===== config.mk =====
export PLATFORM = sky130hd
export DESIGN_NAME = us_timer_flat
export DESIGN_NICKNAME = d
export VERILOG_FILES = /design/src/rtl/us_timer_if.sv /design/src/rtl/us_timer.sv /design/src/flat_wrapper.sv
export SDC_FILE = /design/constraint.sdc
export NUM_CORES = 1
export LEC_CHECK = 0
export CORE_MARGIN = 3
export CORE_UTILIZATION = 45
export DETAILED_ROUTE_END_ITERATION = 6
export GPL_TIMING_DRIVEN = 0
export PLACE_DENSITY = 0.7
export SLEW_MARGIN = 30
export SYNTH_ARGS = -nofsm -noshare
export SYNTH_HDL_FRONTEND = slang
export SYNTH_SLANG_ARGS = --single-unit

===== constraint.sdc =====
create_clock -name clk -period 2.2 [get_ports clk]
set_input_delay 0.66 -clock clk [delete_from_list [all_inputs] [get_ports clk]]
set_output_delay 0.66 -clock clk [all_outputs]
set_load 0.02 [all_outputs]

===== src/rtl/us_timer_if.sv =====
// Control/status bundle for us_timer: time base, arm/abort requests, mode and
// duration in; busy, expiry pulse and remaining count out.
interface us_timer_if #(
    parameter int W = 16
);
    logic         us_tick;
    logic         start;
    logic         stop;
    logic         periodic;
    logic [W-1:0] dur_us;
    logic         busy;
    logic         done;
    logic [W-1:0] remain;

    modport master (
        output us_tick, start, stop, periodic, dur_us,
        input  busy, done, remain
    );

    modport slave (
        input  us_tick, start, stop, periodic, dur_us,
        output busy, done, remain
    );
endinterface


===== src/rtl/us_timer.sv =====
// Microsecond down-counter with one-shot or auto-reload mode, counting an
// external 1 us tick; raises a single-cycle done pulse at each expiry.
module us_timer #(
    parameter int W = 16
) (
    input  logic       clk,
    input  logic       rst_n,
    us_timer_if.slave  bus
);
    typedef enum logic {IDLE, RUN} state_t;

    state_t       state;
    logic [W-1:0] period;
    logic [W-1:0] remain_q;
    logic         periodic_q;
    logic         done_q;

    // Priority: stop, then start, then tick-driven decrement/expiry.
    always_ff @(posedge clk or negedge rst_n) begin
        if (!rst_n) begin
            state      <= IDLE;
            period     <= '0;
            remain_q   <= '0;
            periodic_q <= 1'b0;
            done_q     <= 1'b0;
        end else begin
            done_q <= 1'b0;
            if (bus.stop) begin
                state    <= IDLE;
                remain_q <= '0;
            end else if (bus.start) begin
                period     <= bus.dur_us;
                periodic_q <= bus.periodic;
                remain_q   <= bus.dur_us;
                if (bus.dur_us == '0) begin
                    // A zero duration expires at once without entering RUN.
                    state  <= IDLE;
                    done_q <= 1'b1;
                end else begin
                    state <= RUN;
                end
            end else if (state == RUN && bus.us_tick) begin
                if (remain_q > W'(1)) begin
                    remain_q <= remain_q - W'(1);
                end else begin
                    done_q <= 1'b1;
                    if (periodic_q) begin
                        remain_q <= period;
                    end else begin
                        state    <= IDLE;
                        remain_q <= '0;
                    end
                end
            end
        end
    end

    assign bus.busy   = (state == RUN);
    assign bus.done   = done_q;
    assign bus.remain = remain_q;
endmodule


===== src/flat_wrapper.sv =====
// flat-port wrapper written by rule: the top's interface ports become plain ports
module us_timer_flat 
#(
    parameter int W = 16
)
  (clk, rst_n, bus_us_tick, bus_start, bus_stop, bus_periodic, bus_dur_us, bus_busy, bus_done, bus_remain);
  us_timer_if #(.W(W)) bus_i ();
  input  logic clk;
  input  logic rst_n;
  input wire logic [$bits(bus_i.us_tick)-1:0] bus_us_tick;
  input wire logic [$bits(bus_i.start)-1:0] bus_start;
  input wire logic [$bits(bus_i.stop)-1:0] bus_stop;
  input wire logic [$bits(bus_i.periodic)-1:0] bus_periodic;
  input wire logic [$bits(bus_i.dur_us)-1:0] bus_dur_us;
  output wire logic [$bits(bus_i.busy)-1:0] bus_busy;
  output wire logic [$bits(bus_i.done)-1:0] bus_done;
  output wire logic [$bits(bus_i.remain)-1:0] bus_remain;
  assign bus_i.us_tick = bus_us_tick;
  assign bus_i.start = bus_start;
  assign bus_i.stop = bus_stop;
  assign bus_i.periodic = bus_periodic;
  assign bus_i.dur_us = bus_dur_us;
  assign bus_busy = bus_i.busy;
  assign bus_done = bus_i.done;
  assign bus_remain = bus_i.remain;
  us_timer #(.W(W)) u_core (.clk(clk), .rst_n(rst_n), .bus(bus_i));
endmodule

# == After elaboration in Yosys (flattened, before gate mapping) ==
# Index checks and enable logic that the tools add are counted.
# classes
addsub,1
order_cmp,1
n_eq_ne,2
mux,16
bitwise_logic,1
reduce_logical,5
# op_table
op,count
16-bit 2-to-1 mux,5
16-bit by 1-bit greater-than comparator with 1-bit output (second input constant),1
16-bit zero test,1
16-bit by 1-bit subtractor with 16-bit output (second input constant),1
1-bit 2-to-1 mux,11
3-bit inequality test (second input constant),2
3-bit AND reduction,1
3-bit nonzero test,1
2-bit AND reduction,1
1-bit logical AND,1
1-bit NOT,1
# word_totals
reg_bits,35
input_bits,22
output_inout_bits,18
word_cells,31

# == Logic depth before layout (Yosys ltp) ==
# Gate-level depths: netlist of the first run.
# depth
word_depth,5
mapped_depth,9
depth_no_buf,7

# == Worst setup path before layout of the first run ==
# No wires, ideal clock.
# synth_timing
kind,register -> register
startpoint,"register u_core.remain_q[0], in the netlist u_core.bus.remain[0]"
endpoint,"register u_core.remain_q[1], in the netlist u_core.bus.remain[1]"
setup_time_ns,0.126
arrival_ns,2.033
required_time_ns,2.074
setup_slack_ns,0.041
path_stages_with_launch,10
period_less_slack_ns,2.159
cell_sequence,dfrtp_1 inv_1 ha_1 buf_2 nor2_1 nor4_1 and4bb_1 buf_6 mux2i_1 a221o_1
# synth_via
elab_chain_len,5
word_cells_on_any_way,6
# synth_lines
item,line,source
from (decl),us_timer.sv:14,logic [W-1:0] remain_q;
from (signal assigned),us_timer.sv:34,remain_q <= bus.dur_us;
from (signal assigned),us_timer.sv:44,remain_q <= remain_q - W'(1);
from (signal assigned),us_timer.sv:48,remain_q <= period;
16-bit by 1-bit subtractor with 16-bit output or 16-bit by 1-bit greater-than comparator with 1-bit output (tied branches),"us_timer.sv:44, us_timer.sv:43",
16-bit 2-to-1 mux (*),us_timer.sv:43,if (remain_q > W'(1)) begin
16-bit 2-to-1 mux (*),us_timer.sv:42,end else if (state == RUN && bus.us_tick) begin
16-bit 2-to-1 mux (*),us_timer.sv:31,end else if (bus.start) begin
16-bit 2-to-1 mux (*),us_timer.sv:28,if (bus.stop) begin
# Mark *: on every way between the ends. The rest lies on a longest branch, timed or not. The select of a mux whose other input is x is not followed.
# A chain may end at the register's enable or synchronous reset.

# == Worst setup path in the final report of the first run ==
# layout_timing
startpoint,"register u_core.remain_q[9], in the netlist u_core.bus.remain[9]"
endpoint,output port bus_remain[9]
# layout_rtl
item,line,source
to (decl),flat_wrapper.sv:17,output wire logic [$bits(bus_i.remain)-1:0] bus_remain;
# No word-level cell between the ends.

==> results of run 1 <==
-- per-stage QoR --
| stage | area (sq um) | hold slack [ps] | utilization | total power, mW |
|---|---|---|---|---|
| after global placement | 2590 | 452 | 0.579 | 1.34 |
| final | 2760 | 240 | 0.616 | 1.90 |
| after CTS | 2720 | 247 | 0.607 | 1.88 |
| after floorplan | 2140 | 364 | - | 1.14 |
| after detailed placement | 2610 | 471 | 0.582 | 1.35 |
| after global routing | 2760 | 252 | 0.616 | 1.99 |
-- layout make-up --
type	instances	area (sq um)	share of cell area
plain buffers	12	76.3	0.0277
flip-flops and latches	35	881	0.320
clock buffers	8	100	0.0363
inverters	8	30.0	0.0109
repair buffers	43	425	0.154
multi-input cells	191	1180	0.428
well taps	52	65.1	0.0236
-- power by group through the flow --
stage          Combinational, mW  Clock [mW]  Sequential, mW
2_1_floorplan              0.312           0           0.824
3_3_place_gp               0.536           0           0.804
3_5_place_dp               0.546           0           0.806
4_1_cts                    0.554       0.528           0.795
5_1_grt                    0.623       0.562           0.809
6_report                   0.570       0.528           0.798
-- cell families after synthesis --
family,Yosys count,share of synthesized area
flops,35,0.408
mux,5,0.0245
compound gates,62,0.190
xor+xnor,8,0.0327
simple gates,114,0.284
fa+ha+maj,2,0.0117
buf+inv,21,0.0496
-- cell usage in the layout, fill, tap and decap left out, drive strengths merged, types with 4 or more instances in the layout --
cell type	instances
nor2	14
and2	4
clkbuf	15
a21oi	17
o31ai	5
xnor2	5
inv	8
buf	11
clkdlybuf4s50	37
nor4	11
dfrtp	35
o21ai	13
a31oi	4
o211ai	4
nor3	5
nand2	62
-- worst min-delay path by stage --
stage | start | endpoint | slack, ps | cells after the start
6_report | rst_n | u_core.period[14] | 240 | 1
5_1_grt | rst_n | u_core.period[14] | 250 | 1
4_1_cts | rst_n | u_core.period[1] | 250 | 1
3_5_place_dp | u_core.period[12] | u_core.period[12] | 470 | 2
3_3_place_gp | u_core.period[6] | u_core.period[6] | 450 | 2
2_1_floorplan | rst_n | u_core.bus.busy | 360 | 0
-- registers in the layout, summed over array words and instances (netlist names) --
register           flops
u_core.bus.remain     16
u_core.period         16
u_core.bus.busy        1
u_core.bus.done        1
u_core.periodic_q      1
-- routing by layer --
metal / vias to the layer above / GRT usage / wire (um)
met5: - / 0 / 0
met2: 69 / 0.383 / 2950
met1: 991 / 0.329 / 2860
met4: 0 / 0.0929 / 78
met3: 7 / 0.0601 / 406
li1: 985 / - / -
-- repair_timing --
action / 4_1_cts / 5_1_grt
setup endpoints to repair: 14 / 14
gates resized for setup: 4 / 7
hold endpoints to repair: 0 / 0
setup buffers: 0 / 4
pin swaps: 0 / 1
==> summary.md, run 1 <==
| Metric | Value |
|---|---|
| Run status | finished clean |
| Worst-skew pair later-pin latency | 290 ps |
| CP bufs+invs | 1 |
| Clock transition at the registers of the reported paths | 70 ps |
| Comb power frac | 0.301 |
| Flop2flop setup slack | 120 ps |
| Internal power | 1.26 mW |
| Die Ht | 75.0 um |
| Highest clock rate | 464 MHz |
| DR vias/cell | 5.88 |
| Final min period | 2160 ps |
| Fillers | 422 |
| Yosys warns | 0 |
| Total Die Area | 5630 sq um |
| Power per cell area | 688 nW/um^2 |
| Die width | 75.0 um |
| Antenna diode count | 0 |
| Dpl hpwl | 4590 um |
| I/O Buffers | 38 |
| Most frequent cell after synthesis | nand2_1 |
| WP data required | 1540 ps |
| WL/cell | 18.0 um |
| Clk pwr share | 0.279 |
| Setup crit start | u_core.bus.remain[9] |
| Data arrival, critical path | 1500 ps |
| Worst Setup End Kind | output pin |
| Tightest Pin Transition | 609 ps |
| Peak VDD IR | 0.000433 V |
| Cells after Synth | 247 |
| CTS tree | yes |
| Capture point of the worst path | bus_remain[9] |
| Power share of the sequential group | 0.421 |
| Routability Congestion | 0.847 |
| Largest stage delay on the critical path | 670 ps |
| Critical path depth | 1 |
| Fin nets | 320 |
| Initial Util | 0.479 |
| Setup TNS | 0 ps |
| Area Overhead vs Synth | 28.5% |
| FF-to-FF Start | u_core.bus.remain[0] |
| Final wirelength | 6300 um |
| Post-synthesis sequential area ratio | 0.408 |
| Mapped cell area | 2140 sq um |
| Vias | 2052 |
| PnR worst setup slack | 43.5 ps |
| Fraction of registers with async set/reset | 1.00 |
| GR Overflow Total | 0 |
| Count of boundary I/O pins | 40 |
| DP Cell Count | 338 |
| Count of cell types in the netlist | 56 |
| Synth Net Count | 271 |
| Antenna violations before repair | 0 |
| Number of flops mapped to enable cells by yosys | 0 |
| Post-route clock period utilization | 0.980 |
| Sink Count | 35 |
| Share of the synthesized area in the top cell type | 0.408 |
| Reg-to-reg endpoint | u_core.bus.remain[4] |
| Global-route wire length before repair | 10200 um |
| Synthesized flop and latch total | 35 |
| Post-route ant nets | 0 |
| Cell family with most CP delay | buffers and inverters |
| Longest Clk Path Bufs | 2 |
| Commonest cells post-synth | 61 x nand2_1, 35 x dfrtp_1, 17 x a21oi_1, 14 x nor2_1, 12 x o21ai_0 |
| Non-Filler Instances | 349 |
| Core ar. | 4470 sq um |
| Switching part of the total | 0.333 |
| Vias in the first global route | 2094 |
| Crit-path slowest cell | clkdlybuf4s50_1 |
| Drt pass-1 iters | 4 |
| Leak | 1.18 nW |
| P_sw | 0.632 mW |
| H-tree levels | 2 |
| Critical path cell sequence | clkdlybuf4s50_1 |
| Final Hold Viols | 0 |
| GRT Overall Usage | 0.245 |
| Share of layout cells above drive strength 1 | 0.131 |
| Crit Path Category | reg2out |
| Max Cap Violations | 0 |
| Hold Crit Class | in2async |
| Setup-failing EPs final | 0 |
| Place WS | -404 ps |
| Reg2reg path depth | 9 |
| Row Count | 24 |
| Initial drt markers | 133 |
| Slew headroom | 0.592 |
| Clk_skew | 4.53 ps |
| Worst Path Max Fanout | 5 |
| Max Slew Vio Count | 0 |
| Largest net degree at the start of global routing | 25 |
| Post-cts hold buffer count | 0 |
| Yosys top cell by area | dfrtp_1 |
| Top cells by area, synth | dfrtp_1 41%, nand2_1 11%, a21oi_1 4.0% |
| Syn Area/Cell | 8.68 sq um |
| Clk root buf | clkbuf_8 |
| # DRC | 0 |
| Crit start category | flip-flop |
| CTS Buf Count | 5 |
| Post-synth top flop | dfrtp_1 |
Note: power is estimated with default switching activity, not from simulation.
==> inputs of run 2 (changes only) <==
--- a/config.mk
+++ b/config.mk
@@ -5,6 +5,7 @@
 export SDC_FILE = /design/constraint.sdc
 export NUM_CORES = 1
 export LEC_CHECK = 0
+export ABC_CLOCK_PERIOD_IN_PS = 2200
 export CORE_MARGIN = 3
 export CORE_UTILIZATION = 45
 export DETAILED_ROUTE_END_ITERATION = 6
==> results of run 2 <==
No change in the layout: final DEF, timing and power equal those of run 1.
==> inputs of run 3 (changes only) <==
--- a/config.mk
+++ b/config.mk
@@ -6,12 +6,13 @@
 export NUM_CORES = 1
 export LEC_CHECK = 0
 export ABC_CLOCK_PERIOD_IN_PS = 2200
+export CAP_MARGIN = 10
 export CORE_MARGIN = 3
 export CORE_UTILIZATION = 45
 export DETAILED_ROUTE_END_ITERATION = 6
 export GPL_TIMING_DRIVEN = 0
 export PLACE_DENSITY = 0.7
-export SLEW_MARGIN = 30
+export SLEW_MARGIN = 20
 export SYNTH_ARGS = -nofsm -noshare
 export SYNTH_HDL_FRONTEND = slang
 export SYNTH_SLANG_ARGS = --single-unit
==> results of run 3 <==
No change in the layout: final DEF, timing and power equal those of run 1.
